**src/rtl/hpi_access_seq_if.sv**
```systemverilog
// Request/response and HPI software-side signals for the HPI access sequencer.
// master = requester / interface-stage side, slave = the sequencer.
interface hpi_access_seq_if;
    logic        req_valid;
    logic        req_ready;
    logic        req_write;
    logic [1:0]  req_addr;
    logic [15:0] req_wdata;
    logic        rsp_valid;
    logic [15:0] rsp_rdata;
    logic        busy;
    logic [1:0]  sw_address;
    logic [15:0] sw_data_out;
    logic [15:0] sw_data_in;
    logic        sw_r;
    logic        sw_w;
    logic        sw_cs;

    modport slave (
        input  req_valid, req_write, req_addr, req_wdata, sw_data_in,
        output req_ready, rsp_valid, rsp_rdata, busy,
               sw_address, sw_data_out, sw_r, sw_w, sw_cs
    );

    modport master (
        output req_valid, req_write, req_addr, req_wdata, sw_data_in,
        input  req_ready, rsp_valid, rsp_rdata, busy,
               sw_address, sw_data_out, sw_r, sw_w, sw_cs
    );
endinterface

```
**src/rtl/hpi_access_seq.sv**
```systemverilog
// Sequences one 16-bit HPI access per request: SETUP, STROBE, HOLD, RECOVER,
// driving the interface stage's active-low strobes and capturing read data.
module hpi_access_seq #(
    parameter int unsigned SETUP_CYC   = 1,
    parameter int unsigned STROBE_CYC  = 4,
    parameter int unsigned HOLD_CYC    = 2,
    parameter int unsigned RECOVER_CYC = 2
) (
    input  logic              Clk,
    input  logic              Reset,
    hpi_access_seq_if.slave   bus
);
    localparam int unsigned CNT_W  = 4;
    localparam int unsigned ADDR_W = 2;
    localparam int unsigned DATA_W = 16;

    typedef enum logic [2:0] {
        IDLE,
        SETUP,
        STROBE,
        HOLD,
        RECOVER
    } state_e;

    state_e              state_q;
    logic [CNT_W-1:0]    cnt_q;
    logic                write_q;
    logic                busy_q;
    logic                rsp_valid_q;
    logic [DATA_W-1:0]   rsp_rdata_q;
    logic [ADDR_W-1:0]   sw_address_q;
    logic [DATA_W-1:0]   sw_data_out_q;
    logic                sw_r_q;
    logic                sw_w_q;
    logic                sw_cs_q;
    logic                cnt_zero;

    assign cnt_zero = (cnt_q == '0);

    // Outputs are set on the edge that enters each phase, so they are
    // registered and already valid during the phase's first cycle.
    always_ff @(posedge Clk) begin
        if (Reset) begin
            state_q       <= IDLE;
            cnt_q         <= '0;
            write_q       <= 1'b0;
            busy_q        <= 1'b0;
            rsp_valid_q   <= 1'b0;
            rsp_rdata_q   <= '0;
            sw_address_q  <= '0;
            sw_data_out_q <= '0;
            sw_r_q        <= 1'b1;
            sw_w_q        <= 1'b1;
            sw_cs_q       <= 1'b1;
        end else begin
            rsp_valid_q <= 1'b0;
            case (state_q)
                IDLE: begin
                    if (bus.req_valid) begin
                        state_q      <= SETUP;
                        cnt_q        <= CNT_W'(SETUP_CYC - 1);
                        write_q      <= bus.req_write;
                        busy_q       <= 1'b1;
                        sw_cs_q      <= 1'b0;
                        sw_address_q <= bus.req_addr;
                        if (bus.req_write) begin
                            sw_data_out_q <= bus.req_wdata;
                        end
                    end
                end
                SETUP: begin
                    if (cnt_zero) begin
                        state_q <= STROBE;
                        cnt_q   <= CNT_W'(STROBE_CYC - 1);
                        sw_w_q  <= ~write_q;
                        sw_r_q  <= write_q;
                    end else begin
                        cnt_q <= cnt_q - CNT_W'(1);
                    end
                end
                STROBE: begin
                    if (cnt_zero) begin
                        state_q <= HOLD;
                        cnt_q   <= CNT_W'(HOLD_CYC - 1);
                        sw_w_q  <= 1'b1;
                        sw_r_q  <= 1'b1;
                    end else begin
                        cnt_q <= cnt_q - CNT_W'(1);
                    end
                end
                HOLD: begin
                    // Last HOLD cycle: the interface's registered read data has settled.
                    if (cnt_zero) begin
                        state_q     <= RECOVER;
                        cnt_q       <= CNT_W'(RECOVER_CYC - 1);
                        sw_cs_q     <= 1'b1;
                        rsp_valid_q <= 1'b1;
                        rsp_rdata_q <= write_q ? '0 : bus.sw_data_in;
                    end else begin
                        cnt_q <= cnt_q - CNT_W'(1);
                    end
                end
                RECOVER: begin
                    if (cnt_zero) begin
                        state_q <= IDLE;
                        busy_q  <= 1'b0;
                    end else begin
                        cnt_q <= cnt_q - CNT_W'(1);
                    end
                end
                default: begin
                    state_q <= IDLE;
                    busy_q  <= 1'b0;
                    sw_cs_q <= 1'b1;
                    sw_r_q  <= 1'b1;
                    sw_w_q  <= 1'b1;
                end
            endcase
        end
    end

    assign bus.req_ready   = (state_q == IDLE) && !Reset;
    assign bus.busy        = busy_q;
    assign bus.rsp_valid   = rsp_valid_q;
    assign bus.rsp_rdata   = rsp_rdata_q;
    assign bus.sw_address  = sw_address_q;
    assign bus.sw_data_out = sw_data_out_q;
    assign bus.sw_r        = sw_r_q;
    assign bus.sw_w        = sw_w_q;
    assign bus.sw_cs       = sw_cs_q;
endmodule

```
**src/flat_wrapper.sv**
```systemverilog
// flat-port wrapper written by rule: the top's interface ports become plain ports
module hpi_access_seq_flat 
#(
    parameter int unsigned SETUP_CYC   = 1,
    parameter int unsigned STROBE_CYC  = 4,
    parameter int unsigned HOLD_CYC    = 2,
    parameter int unsigned RECOVER_CYC = 2
)
  (Clk, Reset, bus_req_valid, bus_req_write, bus_req_addr, bus_req_wdata, bus_sw_data_in, bus_req_ready, bus_rsp_valid, bus_rsp_rdata, bus_busy, bus_sw_address, bus_sw_data_out, bus_sw_r, bus_sw_w, bus_sw_cs);
  hpi_access_seq_if bus_i ();
  input  logic Clk;
  input  logic Reset;
  input wire logic [$bits(bus_i.req_valid)-1:0] bus_req_valid;
  input wire logic [$bits(bus_i.req_write)-1:0] bus_req_write;
  input wire logic [$bits(bus_i.req_addr)-1:0] bus_req_addr;
  input wire logic [$bits(bus_i.req_wdata)-1:0] bus_req_wdata;
  input wire logic [$bits(bus_i.sw_data_in)-1:0] bus_sw_data_in;
  output wire logic [$bits(bus_i.req_ready)-1:0] bus_req_ready;
  output wire logic [$bits(bus_i.rsp_valid)-1:0] bus_rsp_valid;
  output wire logic [$bits(bus_i.rsp_rdata)-1:0] bus_rsp_rdata;
  output wire logic [$bits(bus_i.busy)-1:0] bus_busy;
  output wire logic [$bits(bus_i.sw_address)-1:0] bus_sw_address;
  output wire logic [$bits(bus_i.sw_data_out)-1:0] bus_sw_data_out;
  output wire logic [$bits(bus_i.sw_r)-1:0] bus_sw_r;
  output wire logic [$bits(bus_i.sw_w)-1:0] bus_sw_w;
  output wire logic [$bits(bus_i.sw_cs)-1:0] bus_sw_cs;
  assign bus_i.req_valid = bus_req_valid;
  assign bus_i.req_write = bus_req_write;
  assign bus_i.req_addr = bus_req_addr;
  assign bus_i.req_wdata = bus_req_wdata;
  assign bus_i.sw_data_in = bus_sw_data_in;
  assign bus_req_ready = bus_i.req_ready;
  assign bus_rsp_valid = bus_i.rsp_valid;
  assign bus_rsp_rdata = bus_i.rsp_rdata;
  assign bus_busy = bus_i.busy;
  assign bus_sw_address = bus_i.sw_address;
  assign bus_sw_data_out = bus_i.sw_data_out;
  assign bus_sw_r = bus_i.sw_r;
  assign bus_sw_w = bus_i.sw_w;
  assign bus_sw_cs = bus_i.sw_cs;
  hpi_access_seq #(.SETUP_CYC(SETUP_CYC), .STROBE_CYC(STROBE_CYC), .HOLD_CYC(HOLD_CYC), .RECOVER_CYC(RECOVER_CYC)) u_core (.Clk(Clk), .Reset(Reset), .bus(bus_i));
endmodule
```
**config.mk**
```make
export PLATFORM = sky130hd
export DESIGN_NAME = hpi_access_seq_flat
export DESIGN_NICKNAME = d
export VERILOG_FILES = /design/src/rtl/hpi_access_seq_if.sv /design/src/rtl/hpi_access_seq.sv /design/src/flat_wrapper.sv
export SDC_FILE = /design/constraint.sdc
export NUM_CORES = 1
export LEC_CHECK = 0
export ABC_AREA = 1
export BUFFER_PORTS_ARGS = -buffer_cell sky130_fd_sc_hd__buf_2
export CORE_MARGIN = 8
export CORE_UTILIZATION = 50
export DETAILED_ROUTE_END_ITERATION = 10
export PLACE_DENSITY = 0.81
export SKIP_LAST_GASP = 1
export SLEW_MARGIN = 20
export SYNTH_ARGS = -nofsm -noshare
export SYNTH_HDL_FRONTEND = slang
export SYNTH_SLANG_ARGS = --single-unit
```
**constraint.sdc**
```tcl
create_clock -name Clk -period 2.5 [get_ports Clk]
set_clock_uncertainty 0.1 [all_clocks]
set_input_delay 0.5 -clock Clk [delete_from_list [all_inputs] [get_ports Clk]]
set_output_delay 0.5 -clock Clk [all_outputs]
set_load 0.005 [all_outputs]
```
==> results.py, run 1 <==
metrics = {
    "placement": {
        "numPortBuffers": 77,
        "place_congestion": 0.858,
        "hpwl_after_detailed_placement_um": 3700,
    },
    "worst_setup_path": {
        "critPathArrivalTime_ns": 1.29,
        "critical_path_class": "flip-flop to primary output",
        "setup.reg_to_reg.worst_slack_ns": 0.84,
        "crit_start": "u_core.state_q[2]",
        "timing.rr.end": "u_core.bus.rsp_rdata[5]",
        "critPathCapture": "bus_req_ready",
        "worstSetupStartpointType": "flip-flop",
        "timing.reg2reg.worst_path_depth": 6,
        "rr_startpoint": "u_core.cnt_q[0]",
        "worstPathRequired_ns": 1.90,
        "critPathMaxFanout": 8,
        "worst_setup_path_end_kind": "primary output",
    },
    "cells_and_area": {
        "drive_gt1_frac": 0.334,
        "final_common_cell": "sky130_fd_sc_hd__buf_2",
        "n_antenna_cell": 0,
        "multiInputGateArea_um2": 877,
        "final_core_util": 0.629,
        "final_cell_mix": "77 x sky130_fd_sc_hd__buf_2, 47 x sky130_fd_sc_hd__dfxtp_1, 41 x sky130_fd_sc_hd__nand2_1",
        "fin_nets": 368,
        "area.sequential_um2": 941,
        "flow.area_growth_from_synthesis_pct": 21.1,
        "final.fill_count": 359,
    },
    "pwr": {
        "max-vdd-ir-drop_mv": 0.630,
        "pwr-share-seq": 0.404,
        "total_leakage_power_nw": 1.23,
        "design_power_mw": 2.45,
        "power.share.switching": 0.406,
        "power.density_nw_per_um2": 980,
        "power.switching_mw": 0.994,
        "internal-power_mw": 1.45,
        "clkPwrFrac": 0.192,
        "combPwrFrac": 0.404,
    },
    "synthesis": {
        "yosysWarningCount": 0,
        "synth.net_count": 296,
        "post_synth_inst_count": 256,
        "share_of_the_synthesized_area_in_the_top_cell_type": 0.457,
        "synth_cell_types": 28,
        "ys_ff_latch": 47,
        "netlist.top_cell.by_area": "sky130_fd_sc_hd__dfxtp_1",
        "netlist_top_cells_area": "sky130_fd_sc_hd__dfxtp_1 46%, sky130_fd_sc_hd__nand2_1 7.5%, sky130_fd_sc_hd__nand3_1 7.3%, sky130_fd_sc_hd__a21oi_1 6.3%, sky130_fd_sc_hd__inv_1 4.7%",
        "synth_area_per_cell_um2": 8.05,
        "synth_area_um2": 2060,
        "ys_seq_area_frac": 0.457,
    },
    "die": {
        "floorplan.initialDensity": 0.519,
        "floorplan.rows": 23,
        "die_h_um": 80.2,
        "floorplan.die.width_um": 80.2,
        "core_area_um2": 3970,
        "die_area_um2": 6430,
        "io_pins": 78,
    },
    "grt": {
        "global_route.overflow_total": 0,
        "grt_max_degree": 34,
        "via_count_of_the_first_global_routing_pass": 1872,
        "initial_antenna_violation_count": 0,
        "grt_first_pass_wirelength_um": 8080,
        "grt.total_usage": 0.154,
    },
    "job": {
        "timing.max_cap.violations": 0,
    },
    "clock_tree": {
        "cts.path.max_buffers": 2,
        "cts_setup_buffers": 0,
        "tritoncts": "done",
        "cts_made_buffers": 5,
        "post_cts_hold_buffer_count": 0,
        "ctsHtreeMaxLevel": 2,
        "cts_sinks": 47,
        "source_to_sink_clock_delay_at_the_later_pin_of_the_worst_skew_pair_ns": 0.31,
        "cts_root_buffer": "sky130_fd_sc_hd__clkbuf_8",
        "post_cts_resized": 0,
        "worst_setup_hold_path_clk_slew_ns": 0.09,
    },
    "route": {
        "vias": 1857,
        "drt_first_pass_iters": 4,
        "postRouteAntennaNets": 0,
        "routedWlPerCell_um": 13.0,
        "routed_wirelength_um": 4930,
        "detailedRoute.firstIterationViolations": 91,
        "detail_route.vias_per_cell": 4.90,
        "drc": 0,
    },
    "timing": {
        "hold-worst-slack_ns": 0.344,
        "period_minus_slack_ns": 1.89,
        "tightest_slew_ns": 0.564,
        "total_count_of_max_transition_violations_in_the_final_report": 0,
        "maxClockFrequency_mhz": 530,
        "setup-violations-final": 0,
        "fin_tns_setup_ns": 0,
        "relSlewSlack": 0.623,
        "post-route-period-util": 0.755,
        "rsz0062_at_grt": "no",
        "hold_viol": 0,
    },
    "worst_hold_path": {
        "worst_hold_path_type": "input port to flip-flop",
        "hold_path_depth": 3,
    },
    "run_status": {
        "status": "finished clean",
    },
}
[synthesized netlist by cell type, drive strengths merged]
cell	number
inv	31
dfxtp	47
nand4	1
o21ai	41
nand3	33
nand2	47
a21oi	26
buf	9
ha	2
o21a	1
clkbuf	4
nor2	11
clkinv	1
o211ai	2
[worst min path at each step]
| stage | end | start | slack (ns) |
|---|---|---|---|
| after floorplan | u_core.bus.sw_data_out[0] | u_core.bus.sw_data_out[0] | 0.34 |
| after global placement | u_core.bus.sw_data_out[7] | u_core.bus.sw_data_out[7] | 0.33 |
| after detailed placement | u_core.bus.sw_data_out[4] | u_core.bus.sw_data_out[4] | 0.34 |
| after CTS | u_core.bus.rsp_rdata[15] | bus_sw_data_in[15] | 0.34 |
| after global routing | u_core.bus.rsp_rdata[15] | bus_sw_data_in[15] | 0.35 |
| final | u_core.bus.rsp_rdata[15] | bus_sw_data_in[15] | 0.34 |
[routing by layer]
metal / vias up / track usage / routed length [µm]
met2: 61 / 0.253 / 2290
li1: 980 / - / -
met5: - / 0 / 0
met4: 0 / 0.0509 / 63
met3: 5 / 0.0792 / 488
met1: 811 / 0.168 / 2090
[worst max-delay path, cell delays in order, from the launching register on]
cell and delay, ns:
sky130_fd_sc_hd__dfxtp_1 0.52, sky130_fd_sc_hd__inv_2 0.16, sky130_fd_sc_hd__nand2_4 0.12, sky130_fd_sc_hd__nor2_1 0.04, sky130_fd_sc_hd__buf_2 0.13
[final cells by class]
cell class | instances | area share
Tap cell | 50 | 0.0251
Sequential cell | 47 | 0.377
Timing Repair Buffer | 78 | 0.162
Multi-Input combinational cell | 164 | 0.351
Clock inverter | 3 | 0.00752
Inverter | 32 | 0.0491
Clock buffer | 5 | 0.0276
[kinds of logic (layout without fill, tap and decap cells)]
logic type	after synthesis	count (layout)	share of synthesized area
flip-flops	47	47	0.457
adder cells (fa/ha/maj)	2	2	0.0121
AND/OR/NAND/NOR	92	92	0.225
AO/OA/AOI/OAI	70	70	0.188
buffers and inverters	45	118	0.118
[power groups by stage]
stage / Sequential, mW / Combinational (mW) / Clock, mW
floorplan: 1.00 / 0.754 / 0
global placement: 0.999 / 0.974 / 0
detailed placement: 1.00 / 0.992 / 0
CTS: 0.988 / 0.994 / 0.478
global route: 1.01 / 1.12 / 0.509
finish: 0.988 / 0.989 / 0.469
[metrics by stage]
step | std cells | cell area, µm² | setup slack (ns)
CTS | 379 | 2500 | 0.620
global placement | 371 | 2410 | 0.681
floorplan | 256 | 2060 | 1.06
finish | 379 | 2500 | 0.614
detailed placement | 371 | 2410 | 0.611
global route | 379 | 2500 | 0.558
[state kept, by name (all words and copies together), names as in the netlist]
| register | flops |
|---|---|
| u_core.bus.rsp_valid | 1 |
| u_core.write_q | 1 |
| u_core.bus.sw_r | 1 |
| u_core.bus.sw_w | 1 |
| u_core.cnt_q | 4 |
| u_core.bus.busy | 1 |
| u_core.state_q | 3 |
| u_core.bus.rsp_rdata | 16 |
| u_core.bus.sw_cs | 1 |
| u_core.bus.sw_address | 2 |
| u_core.bus.sw_data_out | 16 |
No activity file was read; power rests on OpenSTA's default activity.
==> run 2: changes to the inputs <==
Settings changed: CORE_UTILIZATION 50 to 44, PLACE_DENSITY 0.81 to 0.76.
Clock period 2.5 ns to 1.6 ns, I/O delays scaled along.
==> run 2 against run 1 <==
Core utilization is 7.4 points lower. Sequential power is 56% higher. Highest routed layer unchanged. Clock-buffer cell count is 2 higher.
==> results.py, run 2 (same netlist as run 1, synthesis figures left out) <==
metrics = {
    "run_status": {
        "status": "finished clean",
    },
    "die": {
        "floorplan.initialDensity": 0.445,
        "die_h_um": 84.4,
        "core_area_um2": 4630,
        "die_area_um2": 7130,
        "io_pins": 78,
        "floorplan.rows": 25,
        "floorplan.die.width_um": 84.4,
    },
    "pwr": {
        "total_leakage_power_nw": 1.26,
        "power.share.switching": 0.400,
        "internal-power_mw": 2.36,
        "design_power_mw": 3.93,
        "max-vdd-ir-drop_mv": 0.804,
        "clkPwrFrac": 0.187,
        "power.density_nw_per_um2": 1530,
        "combPwrFrac": 0.420,
        "power.switching_mw": 1.57,
        "pwr-share-seq": 0.392,
    },
    "cells_and_area": {
        "flow.area_growth_from_synthesis_pct": 24.5,
        "drive_gt1_frac": 0.348,
        "final.fill_count": 436,
        "final_core_util": 0.554,
        "final_cell_mix": "77 x sky130_fd_sc_hd__buf_2, 46 x sky130_fd_sc_hd__dfxtp_1, 41 x sky130_fd_sc_hd__nand2_1",
        "final_common_cell": "sky130_fd_sc_hd__buf_2",
        "n_antenna_cell": 0,
        "fin_nets": 375,
    },
    "route": {
        "routed_wirelength_um": 5180,
        "drt_first_pass_iters": 4,
        "postRouteAntennaNets": 0,
        "routedWlPerCell_um": 13.3,
        "detail_route.vias_per_cell": 5.00,
        "vias": 1950,
        "detailedRoute.firstIterationViolations": 134,
        "drc": 0,
    },
    "placement": {
        "hpwl_after_detailed_placement_um": 3770,
        "numPortBuffers": 77,
        "place_congestion": 0.851,
        "detailedPlace.worstSlack_ns": 0.0299,
    },
    "timing": {
        "setup-violations-final": 0,
        "rsz0062_at_grt": "yes",
        "final_critical_path_setup_slack_ns": 0.0587,
        "hold_viol": 0,
        "post-route-period-util": 0.963,
        "fin_tns_setup_ns": 0,
        "relSlewSlack": 0.787,
        "total_count_of_max_transition_violations_in_the_final_report": 0,
        "maxClockFrequency_mhz": 649,
        "hold-worst-slack_ns": 0.175,
        "tightest_slew_ns": 0.320,
        "period_minus_slack_ns": 1.54,
    },
    "clock_tree": {
        "worst_setup_hold_path_clk_slew_ns": 0.08,
        "cts.path.max_buffers": 2,
        "source_to_sink_clock_delay_at_the_later_pin_of_the_worst_skew_pair_ns": 0.29,
        "cts_root_buffer": "sky130_fd_sc_hd__clkbuf_8",
        "cts_made_buffers": 5,
        "ctsHtreeMaxLevel": 2,
        "tritoncts": "done",
        "post_cts_hold_buffer_count": 0,
        "cts_sinks": 47,
    },
    "grt": {
        "global_route.overflow_total": 0,
        "grt_max_degree": 34,
        "grt_first_pass_wirelength_um": 8230,
        "initial_antenna_violation_count": 0,
        "grt.total_usage": 0.140,
        "via_count_of_the_first_global_routing_pass": 1930,
    },
    "worst_setup_path": {
        "worst_setup_path_end_kind": "primary output",
        "critPathMaxFanout": 7,
        "critPathArrivalTime_ns": 1.12,
        "rr_startpoint": "u_core.cnt_q[1]",
        "critical_path_class": "flip-flop to primary output",
        "worstPathRequired_ns": 1.18,
        "worstSetupStartpointType": "flip-flop",
        "crit_start": "u_core.state_q[2]",
    },
    "worst_hold_path": {
        "timing.hold.worst.start": "bus_sw_data_in[6]",
        "worst_hold_path_type": "input port to flip-flop",
    },
    "job": {
        "timing.max_cap.violations": 0,
    },
}
[run 2: area by class of cell]
cell class                      instances  area [µm²]  area share
Clock buffer                            7        86.3      0.0337
Inverter                               32         125      0.0488
Sequential cell                        47         942       0.367
Timing Repair Buffer                   83         430       0.168
Tap cell                               54        67.6      0.0263
Multi-Input combinational cell        166         905       0.353
Clock inverter                          1        8.76     0.00341
[run 2: final timing paths]
path / cells past startpoint / slack, ns / to
min: 3 / 0.18 / u_core.bus.rsp_rdata[6]
max: 4 / 0.06 / bus_req_ready
min reg2reg: 2 / 0.35 / u_core.bus.sw_data_out[11]
max reg2reg: 9 / 0.13 / u_core.state_q[0]
[run 2: critical path, stage by stage, from the launching register on]
cell                      delay, ns
sky130_fd_sc_hd__dfxtp_1       0.47
sky130_fd_sc_hd__inv_2         0.09
sky130_fd_sc_hd__nand2_4       0.10
sky130_fd_sc_hd__nor2_1        0.04
sky130_fd_sc_hd__buf_2         0.13
[run 2: stage by stage]
step                instances  instance area (µm²)
finish                    390                 2560
floorplan                 256                 2060
CTS                       388                 2530
global route              390                 2560
global placement          380                 2440
detailed placement        380                 2440
[run 2: power groups by stage]
stage / logic, mW / clock network, mW / registers (mW)
floorplan: 1.18 / 0 / 1.56
detailed placement: 1.59 / 0 / 1.57
global placement: 1.56 / 0 / 1.56
finish: 1.65 / 0.737 / 1.54
global route: 1.89 / 0.814 / 1.57
CTS: 1.59 / 0.771 / 1.54
[run 2: per-layer routing]
metal / vias to the layer above / global-route usage / share of wire / wire [µm]
met1: 875 / 0.142 / 0.42 / 2150
li1: 1000 / - / - / -
met5: - / 0 / 0 / 0
met2: 70 / 0.244 / 0.47 / 2460
met3: 5 / 0.0761 / 0.10 / 536
met4: 0 / 0.0340 / 0.0060 / 31
[run 2: timing repair]
action / in CTS / in global routing
endpoints found under the setup margin: 0 / 22
setup buffers: 0 / 0
gates resized for setup: 0 / 3
endpoints found under the hold margin: 0 / 0
